--- src/rtl/keypad_digit_display.sv ---
// Captures keypad codes into a newest/previous digit history with a repeat lockout.
// Both digits are time-multiplexed onto a dual common-anode seven-segment display.
module keypad_digit_display #(
  parameter int REFRESH_CYCLES = 50000,
  parameter int LOCKOUT_CYCLES = 2400000
) (
  input  logic       clk,
  input  logic       reset,
  input  logic [3:0] hex,
  input  logic       hexen,
  output logic [6:0] seg,
  output logic [1:0] an,
  output logic [3:0] digit_new,
  output logic [3:0] digit_old,
  output logic       busy
);

  localparam int RW = (REFRESH_CYCLES > 2) ? $clog2(REFRESH_CYCLES) : 1;
  localparam int LW = (LOCKOUT_CYCLES > 1) ? $clog2(LOCKOUT_CYCLES) : 1;

  typedef enum logic {IDLE, LOCK} state_t;

  state_t          state_reg, state_next;
  logic [LW-1:0]   lock_cnt_reg, lock_cnt_next;
  logic [3:0]      digit_new_reg, digit_new_next;
  logic [3:0]      digit_old_reg, digit_old_next;
  logic            hexen_d_reg;
  logic [RW-1:0]   refresh_cnt_reg;
  logic            sel_reg;
  logic            press;
  logic [3:0]      shown;

  assign press = hexen & ~hexen_d_reg;

  always_ff @(posedge clk) begin
    if (!reset) begin
      state_reg     <= IDLE;
      lock_cnt_reg  <= '0;
      digit_new_reg <= 4'd0;
      digit_old_reg <= 4'd0;
      hexen_d_reg   <= 1'b0;
    end else begin
      state_reg     <= state_next;
      lock_cnt_reg  <= lock_cnt_next;
      digit_new_reg <= digit_new_next;
      digit_old_reg <= digit_old_next;
      hexen_d_reg   <= hexen;
    end
  end

  always_comb begin
    state_next     = state_reg;
    lock_cnt_next  = lock_cnt_reg;
    digit_new_next = digit_new_reg;
    digit_old_next = digit_old_reg;
    case (state_reg)
      IDLE: begin
        if (press) begin
          digit_old_next = digit_new_reg;
          digit_new_next = hex;
          lock_cnt_next  = LW'(LOCKOUT_CYCLES - 1);
          state_next     = LOCK;
        end
      end
      LOCK: begin
        // Lockout only ends once the key has actually been released.
        if (lock_cnt_reg != '0)
          lock_cnt_next = lock_cnt_reg - LW'(1);
        else if (!hexen)
          state_next = IDLE;
      end
      default: state_next = IDLE;
    endcase
  end

  // Free-running display refresh, independent of the capture FSM.
  always_ff @(posedge clk) begin
    if (!reset) begin
      refresh_cnt_reg <= '0;
      sel_reg         <= 1'b0;
    end else if (refresh_cnt_reg == RW'(REFRESH_CYCLES - 1)) begin
      refresh_cnt_reg <= '0;
      sel_reg         <= ~sel_reg;
    end else begin
      refresh_cnt_reg <= refresh_cnt_reg + RW'(1);
    end
  end

  assign shown = sel_reg ? digit_old_reg : digit_new_reg;

  always_comb begin
    seg = 7'b1000000;
    case (shown)
      4'h0: seg = 7'b1000000;
      4'h1: seg = 7'b1111001;
      4'h2: seg = 7'b0100100;
      4'h3: seg = 7'b0110000;
      4'h4: seg = 7'b0011001;
      4'h5: seg = 7'b0010010;
      4'h6: seg = 7'b0000010;
      4'h7: seg = 7'b1111000;
      4'h8: seg = 7'b0000000;
      4'h9: seg = 7'b0011000;
      4'hA: seg = 7'b0001000;
      4'hB: seg = 7'b0000011;
      4'hC: seg = 7'b1000110;
      4'hD: seg = 7'b0100001;
      4'hE: seg = 7'b0000110;
      4'hF: seg = 7'b0001110;
      default: seg = 7'b1000000;
    endcase
  end

  assign an        = sel_reg ? 2'b01 : 2'b10;
  assign digit_new = digit_new_reg;
  assign digit_old = digit_old_reg;
  assign busy      = (state_reg == LOCK);

endmodule
--- config.mk ---
export PLATFORM = sky130hd
export DESIGN_NAME = keypad_digit_display
export DESIGN_NICKNAME = d
export VERILOG_FILES = /design/src/rtl/keypad_digit_display.sv
export SDC_FILE = /design/constraint.sdc
export NUM_CORES = 1
export LEC_CHECK = 0
export ABC_AREA = 0
export CORE_MARGIN = 2
export CORE_UTILIZATION = 40
export DETAILED_ROUTE_END_ITERATION = 10
export MAX_ROUTING_LAYER = met4
export PLACE_DENSITY = 0.59
export SETUP_SLACK_MARGIN = 0.05
export SYNTH_ARGS = -nofsm -noshare
export SYNTH_HDL_FRONTEND = slang
export SYNTH_SLANG_ARGS = --single-unit
--- constraint.sdc ---
create_clock -name clk -period 4.75 [get_ports clk]
set_input_delay 0.475 -clock clk [delete_from_list [all_inputs] [get_ports clk]]
set_output_delay 0.475 -clock clk [all_outputs]
set_load 0.005 [all_outputs]
* After elaboration in Yosys (flattened, before gate mapping)
Memories as Yosys holds them, arrays and structs flattened.
Cells that the tools add are included.
** Word-level totals
- Memories kept :: 1
- Output and inout port bits :: 18
- Bits of input ports :: 7
- Word-level logic and storage cells :: 31
- Flip-flop bits (word level) :: 49
- Bits in read-only memories :: 112
** Cells by class
- Bitwise logic cells :: 5
- Eq/ne operators :: 3
- Multiplexer cells :: 9
- Reduce and logical (&&, ||, !) cells :: 4
- Add/subtract/negate cells :: 2
** Memory list
- (name not given) :: depth 16, bits a word 7, rd ports 1, clocked after memory_dff 0, wr ports 0, RTL line 93 : case (shown)
** Operators with widths (number)
- 2-to-1 mux 22 bit :: 2
- one-hot mux 22 bit (2 select lines) :: 1
- nonzero test 22 bit :: 1
- subtractor 22 x 1 -> 22 bit, second input constant :: 1
- adder 16 x 1 -> 16 bit, second input constant :: 1
- equality test 16 bit, second input constant :: 1
- 2-to-1 mux 4 bit :: 1
- NOT 1 bit :: 4
- AND reduction 2 bit :: 2
- 2-to-1 mux 1 bit :: 3
- 2-to-1 mux 2 bit :: 1
- != test 2 x 1 -> 1 bit, second input constant :: 1
- != test 2 bit, second input constant :: 1
- one-hot mux 1 bit (2 select lines) :: 1
- OR reduction 2 bit :: 1
- bitwise AND 1 bit :: 1

* Longest topological paths before layout
Gate-level depths: netlist of the first run.
- Depth in word-level cells :: 4
- Mapped depth :: 8
- Mapped depth without buffers :: 6

* Least setup slack after synthesis of the first run
Ideal clock, no wire load.
- Kind :: register -> output
- From :: reg sel_reg
- To :: out seg[3]
- Stages on the path, launching flop included :: 8
- Buffers on the path :: 1
- Slack :: 2416 ps
- Data required time :: 4275 ps
- Data arrival time :: 1859 ps
- Cells stage by stage :: dfxtp_1 clkbuf_1 mux2_2 inv_1 ha_1 nor2_1 a21oi_1 a221o_1
** Between the ends
- Cells in the longest elaborated chain, start to end :: 2
** RTL lines
- start, declared :: RTL line 29 : logic sel_reg;
- start signal, assigned :: RTL line 83 : sel_reg <= ~sel_reg;
- 2-to-1 mux 4 bit :: RTL line 89 : assign shown = sel_reg ? digit_old_reg : digit_new_reg;
- memory read (16 x 7 bit)
- end, declared :: RTL line 11 : output logic [6:0] seg,
Every way passes these cells.

* Worst setup path after layout of the first run
Same ends and word-level chain as after synthesis.

==> reports/results.txt, run 1 <==
Crit path time final = 3180 ps
Post-CTS Resized = 0
Sw frac = 32.3%
Main combinational cell family by area after synthesis = simple AND/OR/NAND/NOR gates
Sequential share of power = 51.1%
Final hold slack = 461 ps
Placer Congestion = 0.800
Buffers on Ports = 24
DRT Wirelength = 6310 um
Leakage = 0.00107 uW
Clock power share = 28.1%
Total track usage = 17.7%
Compound-Gate Fraction of Synth Area = 19.0%
Worst r2r src = lock_cnt_reg[17]
Vias after detailed routing = 2421
FMAX = 314 MHz
Antenna fix cells = 0
Required time worst endpoint = 4280 ps
Commonest non-fill, non-tap cell in the layout = dfxtp_1
Post-synth EDFFs = 0
Pwr Density = 292 nW/um2
Vias in the first global route = 2199
Sw power = 295 uW
CTS tree = yes
Cells after Synth = 337
Worst EP arrival = 2700 ps
Initial core utilization = 41.1%
Max_slew headroom = 40.0%
Share of cells above drive strength 1 = 7.47%
Num CTS Buffers = 5
IO Count = 25
Peak supply drop = 0.120 mV
Register area share after synthesis = 35.3%
Status = completed
Gr ovfl total = 0
Setup TNS = 0 ps
Synth cell types = 53
Min-delay src = refresh_cnt_reg[0]
YS warnings = 0
Max Cap Viol = 0
Clock Root Buffer = clkbuf_8
Clock-pin slew on the worst setup and hold paths = 90 ps
Post-synth ARST share = 0%
FF-to-FF setup slack = 2160 ps
Postcts setup bufs = 0
Die area = 7630 um2
Fin nets = 361
Mux cell area share after synthesis = 4.41%
Avg Cell Area, Syn = 8.25 um2
Avg WL per Cell = 14.7 um
Setup crit start kind = flip-flop
Vias per std cell = 5.66
Width of the die = 87.4 um
Final worst-path cycle share = 66.9%
Hold depth = 1
Drt first pass iters = 4
Fin. max-slew vios = 0
Clk sink count = 49
Top FF cell, synth = dfxtp_1
Reg2Reg Depth = 4
Final hold violations = 0
Hold Buf Count CTS = 0
Initial antenna violation count = 0
Post-detail-place hpwl = 4300 um
Hold Path End = refresh_cnt_reg[0]
XOR/XNOR Fraction of Synth Area = 3.78%
Simple-Gate Fraction of Synth Area = 28.9%
Synthesis-to-layout area growth = 12.5%
Worst-Skew Late Latency = 300 ps
Setup-failing EPs final = 0
Syn nets = 351
Crit path max fanout = 7
Kind of critical path = flip-flop to primary output
Reg2reg end = lock_cnt_reg[1]
Core box area = 6760 um2
Max FFs per register = 22
CTS max path bufs = 2
Worst clock skew = 2.49 ps
Combinational Power Share = 20.8%
Row cnt = 30
Commonest cells after routing, fill and taps aside = dfxtp_1 (49), nand2_1 (31), nor2_1 (30)
Drc violations = 0
Seq cells post-synth = 49
Mapped Area = 2780 um2
H-tree level count = 2
P_int = 619 uW
Routed Antenna Nets = 0
Largest net degree at the start of global routing = 27
Final Util = 46.3%
First-pass GRT wire length = 10600 um
First DRT Iteration DRCs = 112
Die height = 87.4 um
Measured slew at the worst slew-check pin = 901 ps
Synth Area in Adders = 3.15%
CP endpoint kind = primary output
Unrepaired setup endpoints after global routing = false
Hold WC Path Type = flip-flop to flip-flop
-- Yosys cell counts, drive strengths merged (3+ instances only) --
cell / number / area share (%)
o31ai: 4 / 1.1
mux2i: 10 / 3.6
a31oi: 4 / 0.90
or2: 4 / 0.90
o21ai: 9 / 1.6
nand2b: 4 / 0.90
and4: 3 / 0.95
dfxtp: 49 / 35
or3: 7 / 1.8
or4: 6 / 1.8
o31a: 3 / 0.95
a211oi: 10 / 2.7
xor2: 8 / 2.5
and3: 4 / 0.90
o211ai: 7 / 1.9
clkbuf: 17 / 2.3
nand2: 31 / 4.2
buf: 6 / 1.3
and2: 4 / 0.90
xnor2: 4 / 1.3
inv: 14 / 1.9
ha: 7 / 3.2
nand3: 17 / 3.1
nor4: 7 / 2.0
a211o: 3 / 0.95
nand4: 11 / 2.7
nor3: 8 / 1.8
nor2: 30 / 4.1
a21oi: 20 / 3.6
a2111oi: 5 / 2.3
-- power groups by stage --
stage | clock network (uW) | registers (uW) | logic, uW
detailed placement | 0 | 475 | 191
CTS | 265 | 466 | 192
global route | 281 | 471 | 213
finish | 257 | 466 | 190
floorplan | 0 | 466 | 144
global placement | 0 | 475 | 188
-- metal layers --
| metal | track usage, % | vias to the layer above | part of all wire (%) | wire [um] |
|---|---|---|---|---|
| met5 | - | - | 0 | 0 |
| met4 | 3.78 | 0 | 0.49 | 31 |
| met3 | 3.22 | 2 | 3.0 | 191 |
| met2 | 28.4 | 31 | 48 | 3020 |
| met1 | 23.4 | 1134 | 49 | 3070 |
| li1 | - | 1254 | - | - |
-- per-stage QoR --
step	cell area [um2]	setup WS, ps	instances	total power (uW)
2_1_floorplan	2780	2420	337	609
3_3_place_gp	3040	2020	420	663
3_5_place_dp	3040	1920	420	666
4_1_cts	3130	1580	428	923
5_1_grt	3130	1390	428	966
6_report	3130	1570	428	914
-- worst max-delay path, cell delays in order, from the launching register on --
cell             delay, ps
dfxtp_1                520
mux2i_1                500
ha_1                   400
nor2_1                 130
a21oi_1                 40
a221o_1                360
clkdlybuf4s50_1        440
-- worst max path at each step --
stage,start,to,cells past startpoint
finish,sel_reg,seg[3],6
global route,sel_reg,seg[3],6
CTS,sel_reg,seg[3],6
detailed placement,sel_reg,seg[3],6
global placement,sel_reg,seg[3],7
floorplan,sel_reg,seg[3],7
-- kinds of logic (layout without fill, tap and decap cells) --
group	count (synthesis)	count (layout)
mux	12	12
buf+inv	37	48
simple gates	145	145
fa+ha+maj	7	7
compound gates	75	75
xor+xnor	12	12
flops	49	49
-- area by class of cell --
class	instances	area (um2)
clock buffer	5	68.8
multi-input combinational	251	1650
fill	683	3630
inverter	14	52.6
clock inverter	3	21.3
sequential	49	981
tap	80	100
timing repair buffer	26	255
Note: power is estimated with default switching activity, not from simulation.
==> run 2, diff against run 1 <==
- clock period: 4.75 -> 3.3 ns (I/O delays scaled with it)
==> run 2 against run 1 <==
Against the previous run:
- critical path depth rose by 1
- setup slack got worse by 1200 ps
- utilization rose by 0.72 points
- hold slack got worse by 5.3 ps
- routed wire length rose by 0.67%
- sequential power rose by 44%
- combinational power rose by 52%
- clock skew rose by 6.9 ps
- critical path type unchanged
==> reports/results.txt, run 2 (synthesis results as in run 1) <==
Status = completed
IO Count = 25
Avg WL per Cell = 14.6 um
Die area = 7630 um2
Final hold violations = 0
Core box area = 6760 um2
Vias after detailed routing = 2484
Hold Buf Count CTS = 0
Num CTS Buffers = 5
Antenna fix cells = 0
Filler cells = 664
Fin. max-slew vios = 0
Worst EP arrival = 2620 ps
Width of the die = 87.4 um
Setup crit start kind = flip-flop
CTS tree = yes
Initial antenna violation count = 0
Kind of critical path = flip-flop to primary output
Required time worst endpoint = 2970 ps
Worst clock skew = 9.40 ps
Drt first pass iters = 4
Drc violations = 0
Final std cell area, no fill = 3180 um2
Largest net degree at the start of global routing = 20
First DRT Iteration DRCs = 145
Pwr Density = 419 nW/um2
Clock Root Buffer = clkbuf_8
Setup-failing EPs final = 0
Post-CTS Resized = 0
Pre-CTS setup slack = 685 ps
Measured slew at the worst slew-check pin = 622 ps
Share of cells above drive strength 1 = 9.04%
DRT Wirelength = 6350 um
Setup TNS = 0 ps
CTS max path bufs = 2
Commonest cells after routing, fill and taps aside = dfxtp_1 (49), nand2_1 (31), nor2_1 (30)
Vias per std cell = 5.72
Max Cap Viol = 0
Final hold slack = 456 ps
Row cnt = 30
Placed cell area = 3080 um2
Buffers on Ports = 24
H-tree level count = 2
Gr ovfl total = 0
Postcts setup bufs = 0
FMAX = 339 MHz
Clock-pin slew on the worst setup and hold paths = 100 ps
Hold WC Path Type = flip-flop to flip-flop
Vias in the first global route = 2237
Crit-path max cell delay = 520 ps
Unrepaired setup endpoints after global routing = false
Placer Congestion = 0.797
Max FFs per register = 22
Post-detail-place hpwl = 4440 um
Total track usage = 18.0%
Worst-path cell chain = mux2_2 > inv_1 > ha_1 > nor2_1 > a21oi_1 > a221o_1 > clkdlybuf4s50_1
Leakage = 0.00110 uW
Max_slew headroom = 58.6%
Initial core utilization = 41.1%
CP endpoint kind = primary output
Crit path max fanout = 7
First-pass GRT wire length = 10800 um
Synthesis-to-layout area growth = 14.2%
Worst-Skew Late Latency = 300 ps
Commonest non-fill, non-tap cell in the layout = dfxtp_1
Final worst slack = 346 ps
Fin nets = 367
Peak supply drop = 0.270 mV
Routed Antenna Nets = 0
Die height = 87.4 um
CP max stage cell = dfxtp_1
Final worst-path cycle share = 89.5%
Clk sink count = 49
Crit path time final = 2950 ps
## run 2: cell types whose count changed in the layout (fill, tap and decap cells not counted)
cell      previous run  this run
buf_4                2         8
clkinv_2             1         0
clkinv_4             0         1
## run 2: metal layers
layer  global-route usage (%)  routed length, um
met1                     24.4               3230
met2                     28.0               2890
met3                     3.22                188
met4                     4.20                 40
met5                        -                  0
## run 2: worst max-delay path: cells and delay by family, from the launching register on
kind            cells  cell delay, ps
flops               1             520
fa+ha+maj           1             310
compound gates      2             400
buf+inv             2             560
mux                 1             420
simple gates        1             130
## run 2: final timing paths
check | end | from | cells past startpoint | slack [ps]
max | seg[3] | sel_reg | 7 | 350
min | refresh_cnt_reg[0] | refresh_cnt_reg[0] | 1 | 460
max reg2reg | lock_cnt_reg[1] | lock_cnt_reg[0] | 6 | 950
min reg2reg | refresh_cnt_reg[0] | refresh_cnt_reg[0] | 1 | 460
## run 2: report_power, final
group	total, uW	leakage [uW]	switching [uW]	internal (uW)
Sequential	669	0.000401	43.4	625
Clock	373	0.0000447	220	154
Combinational	289	0.000650	166	123
Total	1330	0.00110	429	902
## run 2: layout make-up
| class | instances | area (um2) | share of cell area [%] |
|---|---|---|---|
| Clock inverter | 3 | 25.0 | 0.788 |
| Clock buffer | 5 | 68.8 | 2.17 |
| Tap cell | 80 | 100 | 3.15 |
| Inverter | 14 | 52.6 | 1.65 |
| Timing Repair Buffer | 32 | 300 | 9.46 |
| Multi-Input combinational cell | 251 | 1650 | 51.9 |
| Sequential cell | 49 | 981 | 30.9 |
## run 2: stage by stage
step | std cells | power [uW] | utilization (%)
after global routing | 434 | 1410 | 47.0
final | 434 | 1330 | 47.0
after detailed placement | 426 | 971 | 45.6
after floorplan | 337 | 877 | -
after CTS | 434 | 1350 | 47.0
after global placement | 426 | 966 | 45.6
